<file path="src/rtl/vpifo_task_dispatch.sv">
// vpifo_task_dispatch
// Front-end for the virtualised SRAM PIFO ring. PORT_NUM ingress ports each
// own a task FIFO. Every ring RPU picks one eligible port head round-robin.
// A head is eligible only when its injection slot is free of in-flight ring
// traffic and its tree is not in cooldown.
//
// Ports:
//   i_clk, i_arst_n         clock, asynchronous active-low reset
//   i_task_valid/o_task_ready  per-port ingress handshake (ready = FIFO not full)
//   i_task_op               per port: 1 = push, 0 = pop
//   i_task_tree_id          per-port target tree (root RPU = tree % LEVEL)
//   i_task_data             per-port push payload (PTW+MTW bits)
//   o_rpu_push/o_rpu_pop    one-cycle injection strobes per RPU
//   o_rpu_tree_id           tree of the injected op per RPU
//   o_rpu_push_data         payload of the injected push (0 otherwise)
//   o_fifo_level            per-port FIFO occupancy
//   o_grant_cnt/o_stall_cnt statistics, present only with VPIFO_DISPATCH_STATS_EN
//
// Optional feature macro: VPIFO_DISPATCH_STATS_EN (per-RPU grant counters and
// a collision-stall counter; both outputs tie to 0 when undefined).
module vpifo_task_dispatch #(
  parameter int PTW       = 16,
  parameter int MTW       = 0,
  parameter int LEVEL     = 4,
  parameter int TREE_NUM  = 4,
  parameter int PORT_NUM  = 4,
  parameter int FIFO_SIZE = 8,
  parameter int STAGE_LAT = 2
) (
  input  logic                                        i_clk,
  input  logic                                        i_arst_n,
  input  logic [PORT_NUM-1:0]                         i_task_valid,
  output logic [PORT_NUM-1:0]                         o_task_ready,
  input  logic [PORT_NUM-1:0]                         i_task_op,
  input  logic [PORT_NUM*$clog2(TREE_NUM)-1:0]        i_task_tree_id,
  input  logic [PORT_NUM*(PTW+MTW)-1:0]               i_task_data,
  output logic [LEVEL-1:0]                            o_rpu_push,
  output logic [LEVEL-1:0]                            o_rpu_pop,
  output logic [LEVEL*$clog2(TREE_NUM)-1:0]           o_rpu_tree_id,
  output logic [LEVEL*(PTW+MTW)-1:0]                  o_rpu_push_data,
  output logic [PORT_NUM*($clog2(FIFO_SIZE)+1)-1:0]   o_fifo_level,
  output logic [LEVEL*16-1:0]                         o_grant_cnt,
  output logic [15:0]                                 o_stall_cnt
);
  localparam int TW   = $clog2(TREE_NUM);
  localparam int DW   = PTW + MTW;
  localparam int EW   = 1 + TW + DW;
  localparam int AW   = $clog2(FIFO_SIZE);
  localparam int CW   = AW + 1;
  localparam int LW   = $clog2(LEVEL);
  localparam int PW   = (PORT_NUM > 1) ? $clog2(PORT_NUM) : 1;
  localparam int ROWS = LEVEL * STAGE_LAT;
  localparam int CDW  = (STAGE_LAT > 1) ? $clog2(STAGE_LAT) : 1;

  // Per-port FIFO storage and bookkeeping
  logic [EW-1:0]       mem_q    [PORT_NUM][FIFO_SIZE];
  logic [AW-1:0]       wr_ptr_q [PORT_NUM];
  logic [AW-1:0]       rd_ptr_q [PORT_NUM];
  logic [CW-1:0]       cnt_q    [PORT_NUM];
  logic [CW-1:0]       cnt_d    [PORT_NUM];
  logic [PORT_NUM-1:0] ready_q, ready_d, wr_en, rd_en;

  // Head decode
  logic [PORT_NUM-1:0] head_op;
  logic [TW-1:0]       head_tree [PORT_NUM];
  logic [DW-1:0]       head_data [PORT_NUM];
  logic [LW-1:0]       head_rpu  [PORT_NUM];
  logic [PORT_NUM-1:0] elig;

  // Reservation table: row i of the register is the slot map i+1 cycles
  // after the current one, so row 0 of next state is what eligibility sees.
  logic [ROWS*LEVEL-1:0] res_q, res_d;
  logic [LEVEL-1:0]      res_now;
  logic [CDW-1:0]        cd_q [TREE_NUM];
  logic [CDW-1:0]        cd_d [TREE_NUM];

  // Arbitration and registered injection outputs
  logic [PW-1:0]    rr_q [LEVEL];
  logic [PW-1:0]    rr_d [LEVEL];
  logic [PW-1:0]    win  [LEVEL];
  logic [LEVEL-1:0] grant;
  logic [LEVEL-1:0] push_q, push_d, pop_q, pop_d;
  logic [TW-1:0]    tree_q [LEVEL];
  logic [TW-1:0]    tree_d [LEVEL];
  logic [DW-1:0]    data_q [LEVEL];
  logic [DW-1:0]    data_d [LEVEL];

  function automatic int rr_idx(input int base, input int off);
    return (base + off) % PORT_NUM;
  endfunction

  assign res_now = res_q[LEVEL-1:0];

  // NOTE: every signal written in an always_comb gets a default first, so no
  // path leaves it unassigned and no latch is inferred.
  always_comb begin
    for (int p = 0; p < PORT_NUM; p++) begin
      {head_op[p], head_tree[p], head_data[p]} = mem_q[p][rd_ptr_q[p]];
      head_rpu[p] = LW'(int'(head_tree[p]) % LEVEL);
      elig[p]     = (cnt_q[p] != '0) && (cd_q[head_tree[p]] == '0) &&
                    !res_now[head_rpu[p]];
    end
  end

  // Per-RPU round robin. Scanning from the far end down to the pointer lets
  // the last hit (closest to the pointer) win without a found flag. Each port
  // targets exactly one RPU, so it can win at most once per cycle.
  always_comb begin
    grant = '0;
    rd_en = '0;
    for (int r = 0; r < LEVEL; r++) begin
      rr_d[r] = rr_q[r];
      win[r]  = '0;
      for (int i = PORT_NUM - 1; i >= 0; i--) begin
        if (elig[rr_idx(int'(rr_q[r]), i)] &&
            head_rpu[rr_idx(int'(rr_q[r]), i)] == LW'(r)) begin
          grant[r] = 1'b1;
          win[r]   = PW'(rr_idx(int'(rr_q[r]), i));
        end
      end
      if (grant[r]) begin
        rd_en[win[r]] = 1'b1;
        rr_d[r]       = PW'(rr_idx(int'(win[r]), 1));
      end
    end
  end

  // Grant side effects: injection outputs, tree cooldown, ring reservations
  always_comb begin
    res_d = {{LEVEL{1'b0}}, res_q[ROWS*LEVEL-1:LEVEL]};
    for (int t = 0; t < TREE_NUM; t++)
      cd_d[t] = (cd_q[t] != '0) ? cd_q[t] - CDW'(1) : '0;
    for (int r = 0; r < LEVEL; r++) begin
      push_d[r] = 1'b0;
      pop_d[r]  = 1'b0;
      tree_d[r] = '0;
      data_d[r] = '0;
      if (grant[r]) begin
        push_d[r] = head_op[win[r]];
        pop_d[r]  = !head_op[win[r]];
        tree_d[r] = head_tree[win[r]];
        data_d[r] = head_op[win[r]] ? head_data[win[r]] : '0;
        // Cooldown counts remaining blocked cycles; a grant at g frees the
        // tree again at g+STAGE_LAT.
        cd_d[head_tree[win[r]]] = CDW'(STAGE_LAT - 1);
        // The op reaches RPU r+k k*STAGE_LAT cycles from now, which is
        // register row k*STAGE_LAT-1.
        for (int k = 1; k < LEVEL; k++)
          res_d[(k*STAGE_LAT - 1)*LEVEL + (r + k) % LEVEL] = 1'b1;
      end
    end
  end

  always_comb begin
    for (int p = 0; p < PORT_NUM; p++) begin
      wr_en[p]   = i_task_valid[p] & ready_q[p];
      cnt_d[p]   = cnt_q[p] + CW'(wr_en[p]) - CW'(rd_en[p]);
      ready_d[p] = (cnt_d[p] != CW'(FIFO_SIZE));
    end
  end

  // NOTE: sequential state is updated only with non-blocking assignments so
  // every flop samples pre-edge values regardless of process order.
  always_ff @(posedge i_clk or negedge i_arst_n) begin
    if (!i_arst_n) begin
      ready_q <= '1;
      res_q   <= '0;
      push_q  <= '0;
      pop_q   <= '0;
      for (int p = 0; p < PORT_NUM; p++) begin
        wr_ptr_q[p] <= '0;
        rd_ptr_q[p] <= '0;
        cnt_q[p]    <= '0;
      end
      for (int t = 0; t < TREE_NUM; t++) cd_q[t] <= '0;
      for (int r = 0; r < LEVEL; r++) begin
        rr_q[r]   <= '0;
        tree_q[r] <= '0;
        data_q[r] <= '0;
      end
    end else begin
      ready_q <= ready_d;
      res_q   <= res_d;
      push_q  <= push_d;
      pop_q   <= pop_d;
      for (int p = 0; p < PORT_NUM; p++) begin
        if (wr_en[p]) wr_ptr_q[p] <= wr_ptr_q[p] + AW'(1);
        if (rd_en[p]) rd_ptr_q[p] <= rd_ptr_q[p] + AW'(1);
        cnt_q[p] <= cnt_d[p];
      end
      for (int t = 0; t < TREE_NUM; t++) cd_q[t] <= cd_d[t];
      for (int r = 0; r < LEVEL; r++) begin
        rr_q[r]   <= rr_d[r];
        tree_q[r] <= tree_d[r];
        data_q[r] <= data_d[r];
      end
    end
  end

  // NOTE: FIFO storage has no reset; the counters and pointers alone decide
  // which entries are valid, so clearing the array would only cost area.
  always_ff @(posedge i_clk) begin
    for (int p = 0; p < PORT_NUM; p++)
      if (wr_en[p])
        mem_q[p][wr_ptr_q[p]] <= {i_task_op[p], i_task_tree_id[p*TW +: TW],
                                  i_task_data[p*DW +: DW]};
  end

  assign o_task_ready = ready_q;
  assign o_rpu_push   = push_q;
  assign o_rpu_pop    = pop_q;

  for (genvar r = 0; r < LEVEL; r++) begin : g_out
    assign o_rpu_tree_id[r*TW +: TW]   = tree_q[r];
    assign o_rpu_push_data[r*DW +: DW] = data_q[r];
  end

  for (genvar p = 0; p < PORT_NUM; p++) begin : g_lvl
    assign o_fifo_level[p*CW +: CW] = cnt_q[p];
  end

`ifdef VPIFO_DISPATCH_STATS_EN
  logic [15:0] gcnt_q [LEVEL];
  logic [15:0] stall_q;
  logic        stall_hit;

  // A head counts as a collision stall only when the reservation slot is the
  // sole reason it cannot go this cycle.
  always_comb begin
    stall_hit = 1'b0;
    for (int p = 0; p < PORT_NUM; p++)
      if ((cnt_q[p] != '0) && (cd_q[head_tree[p]] == '0) && res_now[head_rpu[p]])
        stall_hit = 1'b1;
  end

  always_ff @(posedge i_clk or negedge i_arst_n) begin
    if (!i_arst_n) begin
      stall_q <= '0;
      for (int r = 0; r < LEVEL; r++) gcnt_q[r] <= '0;
    end else begin
      if (stall_hit && stall_q != 16'hFFFF) stall_q <= stall_q + 16'd1;
      for (int r = 0; r < LEVEL; r++)
        if (grant[r] && gcnt_q[r] != 16'hFFFF) gcnt_q[r] <= gcnt_q[r] + 16'd1;
    end
  end

  for (genvar r = 0; r < LEVEL; r++) begin : g_gcnt
    assign o_grant_cnt[r*16 +: 16] = gcnt_q[r];
  end
  assign o_stall_cnt = stall_q;
`else
  assign o_grant_cnt = '0;
  assign o_stall_cnt = '0;
`endif

endmodule

</file>
<file path="config.mk">
export PLATFORM = sky130hd
export DESIGN_NAME = vpifo_task_dispatch
export DESIGN_NICKNAME = d
export VERILOG_FILES = /design/src/rtl/vpifo_task_dispatch.sv
export SDC_FILE = /design/constraint.sdc
export NUM_CORES = 1
export LEC_CHECK = 0
export CORE_UTILIZATION = 35
export CTS_CLUSTER_DIAMETER = 30
export DETAILED_ROUTE_END_ITERATION = 8
export PLACE_DENSITY = 0.51
export SYNTH_ARGS = -nofsm -noshare
export SYNTH_HDL_FRONTEND = slang
export SYNTH_SLANG_ARGS = --single-unit
export TNS_END_PERCENT = 30
</file>
<file path="constraint.sdc">
create_clock -name i_clk -period 6.6 [get_ports i_clk]
set_input_delay 1.98 -clock i_clk [delete_from_list [all_inputs] [get_ports i_clk]]
set_output_delay 1.98 -clock i_clk [all_outputs]
set_load 0.05 [all_outputs]
</file>
==> out/summary.txt <==
Share of the synthesized area in the top cell type - 0.569
Post-CTS resize count - 0
Layout Nets - 2272
Rows - 110
Maximum VDD drop - 0.284 mV
Clock sink count - 768
First-pass GRT wire length - 122000 um
ANT nets after route - 0
Gate Count Post-Synth - 1825
Post-DP HPWL - 55200 um
# Post-CTS Setup Buffers - 0
Initial DRC Count - 1359
Number of distinct library cells after synthesis - 79
Filler cell count - 7701
Netlist Area Pre-Place - 32100 um^2
Drt pass-1 iters - 5
RSZ-0062 raised after global routing - false
H-tree depth - 4
Synth Flop Type - edfxtp_1
Sw Ratio - 0.357
Boundary pin count - 262
Max Cap Viol - 0
Psw - 8.43 mW
Status - completed
Clock slew at reported path FFs - 0.05 ns
Most common cell after layout, fill and taps aside - edfxtp_1
Largest net degree at the start of global routing - 86
Async SR Flop Fraction - 0.208
Sequential share of power - 0.283
Area of the die - 92800 um^2
Share of cells above drive strength 1 - 0.273
Final Slew Violations - 0
Critical path type - flop to flop
Most frequent cells in the layout - edfxtp_1 (608), clkdlybuf4s50_1 (180), clkbuf_16 (169)
Comb pwr share - 0.355
Pwr/cell area - 574 nW/um^2
Total GRT Usage - 0.183
# setup viols final - 0
Initial antenna violation count - 8
Clk pwr share - 0.362
WL/cell - 24.4 um
Reg2Reg Depth - 18
Internal cell power - 15.2 mW
Design area - 41100 um^2
Hold_buf cts - 0
Placed insts - 3154
CP max FO - 31
Yosys top cell by area - edfxtp_1
Setup TNS - 0 ns
Crit path launch type - flop
CTS root buf - clkbuf_16
Total number of vias - 17650
Final Cycle Share - 0.871
TritonCTS clock tree - done
Area Growth Syn to Fin - 28.2%
Maximum clock frequency - 0.174 GHz
Min Tclk post-route - 5.75 ns
Placer congestion estimate - 0.843
Worst skew pair latency - 0.74 ns
Routed WL - 84500 um
Die width - 305 um
DR vias/cell - 5.09
Leak pwr - 15.0 nW
Hold/Removal Path Class - flop to flop
DP Area - 35200 um^2
Seq cells post-synth - 768
Starting Density - 0.355
Post-synthesis sequential area ratio - 0.694
Post-synth EDFFs - 608
Least-Margin Pin Slew - 1.22 ns
TritonCTS Buffers - 166
CTS max path bufs - 3
Syn_area_per_cell - 17.6 um^2
Yosys warns - 0
Core Region - 90400 um^2
Global route overflow - 0
Headroom to the max-slew limit - 0.186
WP data arrival - 6.40 ns
Filler-free cell count of the finished design - 3468
Top cells by area, synth - edfxtp_1 (57%), dfrtp_1 (12%), mux4_2 (10%), mux2i_1 (2.8%), mux2_2 (2.2%)
CP required - 7.25 ns
Final Util - 0.455
Worst hold stages - 0
Hold Violations, Final - 0
IO buf count - 181
Vias in the first global route - 18080
Setup WS post-layout - 0.852 ns
Clk_skew - 0.0308 ns
Power Total - 23.6 mW
# DRC - 0
Die Ht - 305 um
Placement Setup Slack - 0.891 ns
Crit path capture type - flop
WHS - 0.334 ns
cell type report:
cell class / instances / area, um^2 / area share
flip-flops and latches: 768 / 22300 / 0.542
clock inverters: 117 / 1470 / 0.0358
diodes: 3 / 7.51 / 0.000183
multi-input cells: 935 / 9090 / 0.221
clock buffers: 194 / 4410 / 0.107
inverters: 38 / 143 / 0.00347
repair buffers: 237 / 2250 / 0.0547
well taps: 1176 / 1470 / 0.0358
path summary, 6_finish.rpt:
path,slack [ns],startpoint,to
min in group asynchronous,1.28,i_arst_n,o_rpu_tree_id[1]
max,0.85,rd_ptr_q[9],o_task_ready[2]
max in group asynchronous,4.28,i_arst_n,o_task_ready[2]
max reg2reg,0.85,rd_ptr_q[9],o_task_ready[2]
min,0.33,res_q[22],res_q[18]
min reg2reg,0.33,res_q[22],res_q[18]
power by group through the flow:
stage	clock (mW)	sequential [mW]	combinational [mW]
after floorplan	0	6.97	5.40
after global placement	0	6.73	8.37
after detailed placement	0	6.76	8.43
after CTS	8.68	6.69	8.47
after global routing	8.90	6.76	8.99
final	8.54	6.68	8.39
worst max-delay path: stages, from the launching register on:
cell and delay (ns):
dfrtp_2 0.45, buf_4 0.36, mux2i_1 0.12, a22oi_1 0.25, nand3_1 0.27, or3_1 0.57
o311ai_4 0.77, buf_4 0.50, inv_1 0.12, ha_1 0.20, a22o_1 0.19, a221o_1 0.46
ha_1 0.36, inv_1 0.04, ha_1 0.19, fa_1 0.38, xor2_1 0.19, nor3_1 0.15
nand2_1 0.08
sequential cells by signal, summed over array words and instances (netlist names), 8 cells and up:
register	count
o_rpu_push_data	64
rr_q	8
mem_q	608
o_fifo_level	16
res_q	24
rd_ptr_q	12
wr_ptr_q	12
o_rpu_tree_id	8
cell usage after synthesis (8+ instances only):
cell type	instances
ha_1	40
buf_1	15
nor2_1	78
nand4_1	14
dfrtp_1	156
o21ai_0	9
xnor2_1	14
buf_4	85
edfxtp_1	608
nor2b_1	8
inv_1	33
o211ai_1	23
mux2i_1	91
o22ai_2	10
a22o_1	18
nand2b_1	24
xor2_1	9
clkbuf_1	38
nor3_1	20
buf_2	23
a21oi_1	58
mux2_1	15
nand2_1	63
o22ai_1	21
mux4_2	144
nand3_1	19
mux2_2	62
or2_2	12
routing by layer:
layer	up-vias	part of all wire	global-route usage
met4	8	0.036	0.0813
met2	650	0.46	0.277
li1	7726	-	-
met3	162	0.073	0.0501
met1	9104	0.43	0.245
met5	-	0.00065	0
kinds of logic (layout without fill, tap and decap cells):
| family | after synthesis | after routing | synth area share |
|---|---|---|---|
| flip-flops | 768 | 768 | 0.694 |
| multiplexers | 313 | 313 | 0.157 |
| AND/OR/NAND/NOR | 279 | 279 | 0.0443 |
| buffers and inverters | 205 | 586 | 0.0362 |
| AO/OA/AOI/OAI | 192 | 192 | 0.0436 |
| adder cells (fa/ha/maj) | 44 | 44 | 0.0181 |
| XOR/XNOR | 23 | 23 | 0.00628 |
| other | 1 | 87 | 0.000117 |
No activity file was read; power rests on OpenSTA's default activity.
